### config.mk
export PLATFORM = sky130hd
export DESIGN_NAME = ex_operand_fetch_flat
export DESIGN_NICKNAME = d
export VERILOG_FILES = /design/src/rtl/ex_operand_fetch_if.sv /design/src/rtl/ex_operand_fetch.sv /design/src/flat_wrapper.sv
export SDC_FILE = /design/constraint.sdc
export NUM_CORES = 1
export LEC_CHECK = 0
export BUFFER_PORTS_ARGS = -buffer_cell sky130_fd_sc_hd__buf_4
export CAP_MARGIN = 30
export CELL_PAD_IN_SITES_DETAIL_PLACEMENT = 1
export CELL_PAD_IN_SITES_GLOBAL_PLACEMENT = 1
export CORE_MARGIN = 8
export CORE_UTILIZATION = 35
export CTS_CLUSTER_DIAMETER = 40
export CTS_CLUSTER_SIZE = 25
export DETAILED_ROUTE_END_ITERATION = 8
export PLACE_DENSITY = 0.92
export RECOVER_POWER = 100
export REMOVE_ABC_BUFFERS = 1
export SYNTH_ARGS = -nofsm -noshare
export SYNTH_HDL_FRONTEND = slang
export SYNTH_SLANG_ARGS = --single-unit
### constraint.sdc
create_clock -name clk -period 5.5 [get_ports clk]
set_input_delay 0.55 -clock clk [delete_from_list [all_inputs] [get_ports clk]]
set_output_delay 0.55 -clock clk [all_outputs]
set_load 0.02 [all_outputs]
### src/rtl/ex_operand_fetch_if.sv
// ex_operand_fetch_if: ID/EX bundle, ALU/memory return data and EX-side
// results (operands, control, hazard and writeback signals) in one bundle.
interface ex_operand_fetch_if #(
    parameter int DW = 32,
    parameter int AW = 5,
    parameter int BW = 93
);
    logic [BW-1:0] idex_in;
    logic [DW-1:0] alu_result;
    logic [DW-1:0] mem_rdata;
    logic [DW-1:0] op_a;
    logic [DW-1:0] op_b;
    logic [3:0]    alu_ctrl;
    logic          cin;
    logic          issue;
    logic          stall;
    logic          bubble;
    logic          wb_we;
    logic [AW-1:0] wb_addr;
    logic [DW-1:0] wb_data;

    modport master (
        output idex_in, alu_result, mem_rdata,
        input  op_a, op_b, alu_ctrl, cin, issue, stall, bubble,
               wb_we, wb_addr, wb_data
    );

    modport slave (
        input  idex_in, alu_result, mem_rdata,
        output op_a, op_b, alu_ctrl, cin, issue, stall, bubble,
               wb_we, wb_addr, wb_data
    );
endinterface

### src/rtl/ex_operand_fetch.sv
// ex_operand_fetch: unpacks the ID/EX bundle, forwards operands from the
// internal EX/MEM and MEM/WB tracking stages, and raises a one-cycle stall
// when an instruction depends on a load still in the EX/MEM slot.
module ex_operand_fetch #(
    parameter int DW = 32,
    parameter int AW = 5,
    parameter int BW = 93
) (
    input logic              clk,
    input logic              rst,
    ex_operand_fetch_if.slave bus
);
    // Bundle field positions
    localparam int P_WE   = 2 * DW;
    localparam int P_CTL  = 2 * DW + 1;
    localparam int P_DST  = 2 * DW + 5;
    localparam int P_CIN  = P_DST + AW;
    localparam int P_SRCA = P_CIN + 1;
    localparam int P_SRCB = P_SRCA + AW;
    localparam int P_LD   = P_SRCB + AW;
    localparam int P_VAL  = P_LD + 1;

    typedef enum logic {RUN, LSTALL} state_t;

    state_t        state;

    logic          exm_valid, exm_we, exm_is_load;
    logic [AW-1:0] exm_dest;
    logic [DW-1:0] exm_data;

    logic          mwb_valid, mwb_we, mwb_is_load;
    logic [AW-1:0] mwb_dest;
    logic [DW-1:0] mwb_data;

    logic [DW-1:0] fld_a, fld_b;
    logic [AW-1:0] src_a, src_b, dest;
    logic          valid, is_load, we;
    logic          exm_fwd_ok, mwb_fwd_ok, load_hazard, issue_int;
    logic          unused_hi;

    // Unpack the bundle
    always_comb begin
        fld_a     = bus.idex_in[DW-1:0];
        fld_b     = bus.idex_in[2*DW-1:DW];
        we        = bus.idex_in[P_WE];
        dest      = bus.idex_in[P_DST +: AW];
        src_a     = bus.idex_in[P_SRCA +: AW];
        src_b     = bus.idex_in[P_SRCB +: AW];
        is_load   = bus.idex_in[P_LD];
        valid     = bus.idex_in[P_VAL];
        unused_hi = ^bus.idex_in[BW-1:P_VAL+1] ^ mwb_is_load;
    end

    // Hazard detection and issue decision for the current cycle
    always_comb begin
        exm_fwd_ok  = exm_valid & exm_we & ~exm_is_load & (exm_dest != '0);
        mwb_fwd_ok  = mwb_valid & mwb_we & (mwb_dest != '0);
        load_hazard = rst & (state == RUN) & valid & exm_valid & exm_is_load &
                      exm_we & (exm_dest != '0) &
                      ((exm_dest == src_a) | (exm_dest == src_b));
        issue_int   = rst & valid & ~load_hazard;
    end

    // Operand resolution: EX/MEM (newest) beats MEM/WB beats the bundle
    always_comb begin
        bus.op_a = fld_a;
        bus.op_b = fld_b;
        if (exm_fwd_ok && exm_dest == src_a)      bus.op_a = exm_data;
        else if (mwb_fwd_ok && mwb_dest == src_a) bus.op_a = mwb_data;
        if (exm_fwd_ok && exm_dest == src_b)      bus.op_b = exm_data;
        else if (mwb_fwd_ok && mwb_dest == src_b) bus.op_b = mwb_data;
    end

    // Control, hazard and writeback outputs
    always_comb begin
        bus.alu_ctrl = bus.idex_in[P_CTL +: 4];
        bus.cin      = bus.idex_in[P_CIN];
        bus.issue    = issue_int;
        bus.stall    = load_hazard;
        bus.bubble   = load_hazard;
        bus.wb_we    = mwb_valid & mwb_we & (mwb_dest != '0);
        bus.wb_addr  = mwb_dest;
        bus.wb_data  = mwb_data;
    end

    // Hazard FSM: a stall always lasts exactly one cycle
    always_ff @(posedge clk or negedge rst) begin
        if (!rst) begin
            state <= RUN;
        end else begin
            case (state)
                RUN:     state <= load_hazard ? LSTALL : RUN;
                LSTALL:  state <= RUN;
                default: state <= RUN;
            endcase
        end
    end

    // EX/MEM tracking stage: captures issued instructions, bubble otherwise
    always_ff @(posedge clk or negedge rst) begin
        if (!rst) begin
            exm_valid   <= 1'b0;
            exm_we      <= 1'b0;
            exm_is_load <= 1'b0;
            exm_dest    <= '0;
            exm_data    <= '0;
        end else if (issue_int) begin
            exm_valid   <= 1'b1;
            exm_we      <= we;
            exm_is_load <= is_load;
            exm_dest    <= dest;
            exm_data    <= bus.alu_result;
        end else begin
            exm_valid   <= 1'b0;
            exm_we      <= 1'b0;
            exm_is_load <= 1'b0;
        end
    end

    // MEM/WB tracking stage: loads pick up the returning memory data
    always_ff @(posedge clk or negedge rst) begin
        if (!rst) begin
            mwb_valid   <= 1'b0;
            mwb_we      <= 1'b0;
            mwb_is_load <= 1'b0;
            mwb_dest    <= '0;
            mwb_data    <= '0;
        end else begin
            mwb_valid   <= exm_valid;
            mwb_we      <= exm_we;
            mwb_is_load <= exm_is_load;
            mwb_dest    <= exm_dest;
            mwb_data    <= exm_is_load ? bus.mem_rdata : exm_data;
        end
    end
endmodule
### src/flat_wrapper.sv
// flat-port wrapper written by rule: the top's interface ports become plain ports
module ex_operand_fetch_flat 
#(
    parameter int DW = 32,
    parameter int AW = 5,
    parameter int BW = 93
)
  (clk, rst, bus_idex_in, bus_alu_result, bus_mem_rdata, bus_op_a, bus_op_b, bus_alu_ctrl, bus_cin, bus_issue, bus_stall, bus_bubble, bus_wb_we, bus_wb_addr, bus_wb_data);
  ex_operand_fetch_if #(.DW(DW), .AW(AW), .BW(BW)) bus_i ();
  input logic clk;
  input logic rst;
  input wire logic [$bits(bus_i.idex_in)-1:0] bus_idex_in;
  input wire logic [$bits(bus_i.alu_result)-1:0] bus_alu_result;
  input wire logic [$bits(bus_i.mem_rdata)-1:0] bus_mem_rdata;
  output wire logic [$bits(bus_i.op_a)-1:0] bus_op_a;
  output wire logic [$bits(bus_i.op_b)-1:0] bus_op_b;
  output wire logic [$bits(bus_i.alu_ctrl)-1:0] bus_alu_ctrl;
  output wire logic [$bits(bus_i.cin)-1:0] bus_cin;
  output wire logic [$bits(bus_i.issue)-1:0] bus_issue;
  output wire logic [$bits(bus_i.stall)-1:0] bus_stall;
  output wire logic [$bits(bus_i.bubble)-1:0] bus_bubble;
  output wire logic [$bits(bus_i.wb_we)-1:0] bus_wb_we;
  output wire logic [$bits(bus_i.wb_addr)-1:0] bus_wb_addr;
  output wire logic [$bits(bus_i.wb_data)-1:0] bus_wb_data;
  assign bus_i.idex_in = bus_idex_in;
  assign bus_i.alu_result = bus_alu_result;
  assign bus_i.mem_rdata = bus_mem_rdata;
  assign bus_op_a = bus_i.op_a;
  assign bus_op_b = bus_i.op_b;
  assign bus_alu_ctrl = bus_i.alu_ctrl;
  assign bus_cin = bus_i.cin;
  assign bus_issue = bus_i.issue;
  assign bus_stall = bus_i.stall;
  assign bus_bubble = bus_i.bubble;
  assign bus_wb_we = bus_i.wb_we;
  assign bus_wb_addr = bus_i.wb_addr;
  assign bus_wb_data = bus_i.wb_data;
  ex_operand_fetch #(.DW(DW), .AW(AW), .BW(BW)) u_core (.clk(clk), .rst(rst), .bus(bus_i));
endmodule
-- Word level (Yosys, flattened, before mapping)
Index checks and enable logic that the tools add are counted.
Widths: inputs -> output; s select.
- add/subtract/negate cells: 0
- multiply operators: 0
- div/mod/pow operators: 0
- $lt $le $gt $ge: 0
- equality and inequality tests: 4
- shift operators: 0
- muxes and demuxes: 10
- bitwise operators: 18
- reduce and logical (&&, ||, !) cells: 6
- operators by type and width (operator ; count):
    $mux 32 ; 5
    $eq 5x5->1 ; 4
    $and 1x1->1 ; 14
    $reduce_bool 5->1 ; 2
    $logic_and 1x1->1 ; 4
    $mux 1 ; 4
    $not 1->1 ; 3
    $pmux 1 s2 ; 1
    $or 1x1->1 ; 1
- flip-flop bits (word level): 80
- latch bits: 0
- memory bits (writable): 0
- bits in read-only memories: 0
- input port bits: 159
- output and inout bits: 110
- memories kept: 0

-- Depth between registers and ports, before layout
- depth in word-level cells: 11
- gate-level depth with buffers: 7
- mapped depth without buffers: 5

-- Worst setup path after synthesis
OpenSTA, ideal clock, no wires.
- path type: input -> output
- start point: in bus_idex_in[75]
- end point: out bus_op_a[10]
- data arrival time: 1.967 ns
- required time: 4.950 ns
- setup slack: 2.983 ns
- cell stages on the path: 7
- buffers on the path: 2
- path through: xor2_1 nor4_1 and3_1 buf_6 buf_6 nand2_1 a31oi_1
- word-level cells in the longest chain between the ends: 4
- elaborated cells between the ends (all ways): 6
- classes of those cells: eq/ne (2); mux (2); reduce/logical (2)
- ends and longest elaborated chain (what ; line ; RTL):
    start: declaration ; flat_wrapper.sv:12 ; input wire logic [$bits(bus_i.idex_in)-1:0] bus_idex_in;
    $eq 5x5->1 ; ex_operand_fetch.sv:69 ; else if (mwb_fwd_ok && mwb_dest == src_a) bus.op_a = mwb_data;
    $logic_and 1x1->1 ; ex_operand_fetch.sv:69 ;
    $mux 32 ; ex_operand_fetch.sv:69 ;
    $mux 32 (*) ; ex_operand_fetch.sv:68 ; if (exm_fwd_ok && exm_dest == src_a) bus.op_a = exm_data;
    end: declaration ; flat_wrapper.sv:15 ; output wire logic [$bits(bus_i.op_a)-1:0] bus_op_a;
Mark *: on every way between the ends. The rest lies on a longest branch, timed or not.

-- Final worst setup path
- start point: reg u_core.exm_is_load
- end point: out bus_op_b[14]
- word-level cells in the longest chain between the ends: 5
- ends and longest elaborated chain (what ; line ; RTL):
    start: declaration ; ex_operand_fetch.sv:27 ; logic exm_valid, exm_we, exm_is_load;
    start signal: assignment ; ex_operand_fetch.sv:110 ; exm_is_load <= is_load;
    $not 1->1 ; ex_operand_fetch.sv:56 ; exm_fwd_ok = exm_valid & exm_we & ~exm_is_load & (exm_dest != '0);
    $and 1x1->1 (2 in series) ; ex_operand_fetch.sv:56 ;
    $logic_and 1x1->1 ; ex_operand_fetch.sv:70 ; if (exm_fwd_ok && exm_dest == src_b) bus.op_b = exm_data;
    $mux 32 ; ex_operand_fetch.sv:70 ;
    end: declaration ; flat_wrapper.sv:16 ; output wire logic [$bits(bus_i.op_b)-1:0] bus_op_b;
No other way between the ends.

==> qor.csv <==
metric;value;unit
top cells by count, synth;nand2_1, dfrtp_1, nand3_1, nor2_1, a31oi_1;
share of layout cells above drive strength 1;0.251;
RSZ-0062 raised after global routing;false;
VDD IR max;0.122;mV
remaining antenna violation count;0;
Gate Count Post-Synth;675;
WP data required;4.95;ns
Syn-to-layout area delta;32.7;%
core area;0.0151;sq mm
Ports;269;
Die H;140;microns
Tcrit/Tclk final;0.825;
Worst setup EP type;output pin;
clock tree sinks;80;
grt ovf;0;
Iteration-0 DRC Markers;286;
EDFF count, synth;0;
global-route wire length before repair;36.1;mm
total power;1.94;mW
sequential fraction of the synthesis area;0.371;
CTS tree;built;
share of the synthesized area in the top cell type;0.371;
Total GRT Usage;0.230;
DRC violations left;0;
Min-Delay Path Class;reg2reg;
post-CTS setup repair buffer count;0;
Yosys cell types;27;
die area;0.0197;sq mm
FFs w/ async S/R, synth;1.00;
cts hold-fix bufs;0;
CTS Root Cell;clkbuf_16;
PortBufs;252;
worst-path maximum fanout;34;
Rel. slew slack;-1.03;
H-Tree Depth;3;
leakage;3.22;nW
vias in the first global route;6500;
final hold vios;0;
Total Wirelength;23.3;mm
Slew Limit Fails;98;
Synth warnings;0;
Initial Util;0.357;
CP startpoint kind;flop;
GPL Wtd Cong;0.780;
status;complete, but fails checks;
Clock Latency Late Sink;0.34;ns
clock slew at reported path FFs;0.06;ns
top-count cell post-synth;nand2_1;
#FFs+latches synth;80;
register area;0.00200;sq mm
Die W;140;microns
crit path time final;4.54;ns
top_reg_cell synth;dfrtp_1;
CP arrival;3.99;ns
DP HPWL;15.8;mm
Rows;45;
maxcap violations;2;
Filler cells;1956;
post-synthesis cell area;0.00540;sq mm
cts bufs inserted;9;
Mean Syn Cell Area;8.00;sq um
Max Clk Rate;220;MHz
failing checks;max-capacitance violations, max-slew violations;
Antenna Cells;0;
post-synth top area cell;dfrtp_1;
Worst Tran Pin Value;3.04;ns
Power Dens Cells;271;mW/mm^2
# setup viols final;0;
CTS Buffer Depth;2;
vias per std cell;5.74;
largest net degree at the start of global routing;63;
quantity of gates resized following cts;0;
setup tns final;0;ns
via total after detailed routing;6128;
WL/cell;21.9;microns
multi-input logic area;0.00301;sq mm
fin nets;1034;
TritonRoute pass-1 iters;5;
CP Class;reg2out;
Layout Skew;0.00581;ns
initial antenna violation count;0;
ranking of synthesized cells by area;dfrtp_1, nand2_1, a31oi_1, nand3_1, mux2_2;
logic make-up after synthesis:
family | share of synthesized area
DFF | 0.371
muxes | 0.0667
and+or+nand+nor | 0.272
AOI/OAI and AO/OA | 0.185
xor gates and xnor gates | 0.0324
buffers and inverters | 0.0725
stage by stage:
stage | setup slack, ns | hold WS [ns] | instances | cell area (sq um) | utilization
6_report | 0.961 | 0.371 | 1068 | 7170 | 0.473
5_1_grt | 0.772 | 0.381 | 1068 | 7170 | 0.473
4_1_cts | 1.74 | 0.374 | 1068 | 7540 | 0.498
3_5_place_dp | 1.94 | 0.360 | 1052 | 7220 | 0.477
3_3_place_gp | 2.06 | 0.361 | 1052 | 7220 | 0.477
2_1_floorplan | 1.62 | 0.254 | 603 | 5010 | -
worst paths after layout:
kind / from / to / slack (ns) / cells after the start
max: u_core.exm_is_load / bus_op_b[14] / 0.96 / 6
min: u_core.exm_valid / u_core.mwb_valid / 0.37 / 0
max reg2reg: u_core.exm_is_load / u_core.exm_valid / 2.17 / 4
min reg2reg: u_core.exm_valid / u_core.mwb_valid / 0.37 / 0
max in group asynchronous: rst / u_core.state / 2.19 / 3
min in group asynchronous: rst / u_core.bus.wb_data[29] / 1.42 / 2
critical path, cell delays in order (launching register included):
cell	delay [ns]
dfrtp_1	1.56
a211oi_1	0.19
nand4_1	0.21
clkbuf_1	1.09
nor2_1	0.09
a31oi_1	0.22
clkbuf_1	0.27
per-layer routing:
layer,vias to the layer above,wire length [microns],track usage
met3,31,1720,0.0584
met2,231,11600,0.397
li1,2829,-,-
met4,0,474,0.0771
met1,3037,9490,0.271
met5,-,0,0
cell usage in the layout (no fill, tap or decap):
master,n
a21oi_1,3
buf_4,164
a211oi_1,1
clkbuf_1,97
a31oi_1,64
o211ai_1,37
clkinvlp_4,1
xor2_1,14
nor3b_1,3
nor2_1,66
nand3_2,4
dfrtp_1,80
nand3_1,74
and3_1,39
clkinv_2,3
or3_1,1
and3_2,2
xnor2_1,6
nor4_1,2
nor3_1,3
bufinv_16,2
and2_2,1
clkbuf_8,1
o311a_1,1
nand2_1,129
a22oi_1,37
clkbuf_16,9
nand2_2,2
nand4_1,2
mux2_2,32
sequential cells by signal (all words and copies together) (netlist names):
| name | flops |
|---|---|
| u_core.exm_valid | 1 |
| u_core.exm_is_load | 1 |
| u_core.exm_dest | 5 |
| u_core.bus.wb_data | 32 |
| u_core.state | 1 |
| u_core.exm_we | 1 |
| u_core.bus.wb_addr | 5 |
| u_core.mwb_valid | 1 |
| u_core.exm_data | 32 |
| u_core.mwb_we | 1 |
power by group:
group,switching [mW],internal (mW)
Combinational,0.269,0.209
Clock,0.258,0.408
Sequential,0.121,0.679
final cells by class:
| cell class | instances | share of cell area |
|---|---|---|
| Clock buffer | 10 | 0.0333 |
| Clock inverter | 6 | 0.0115 |
| Multi-Input combinational cell | 523 | 0.420 |
| Sequential cell | 80 | 0.279 |
| Tap cell | 188 | 0.0328 |
| Timing Repair Buffer | 261 | 0.223 |
Power figures use the tool's default switching activity.
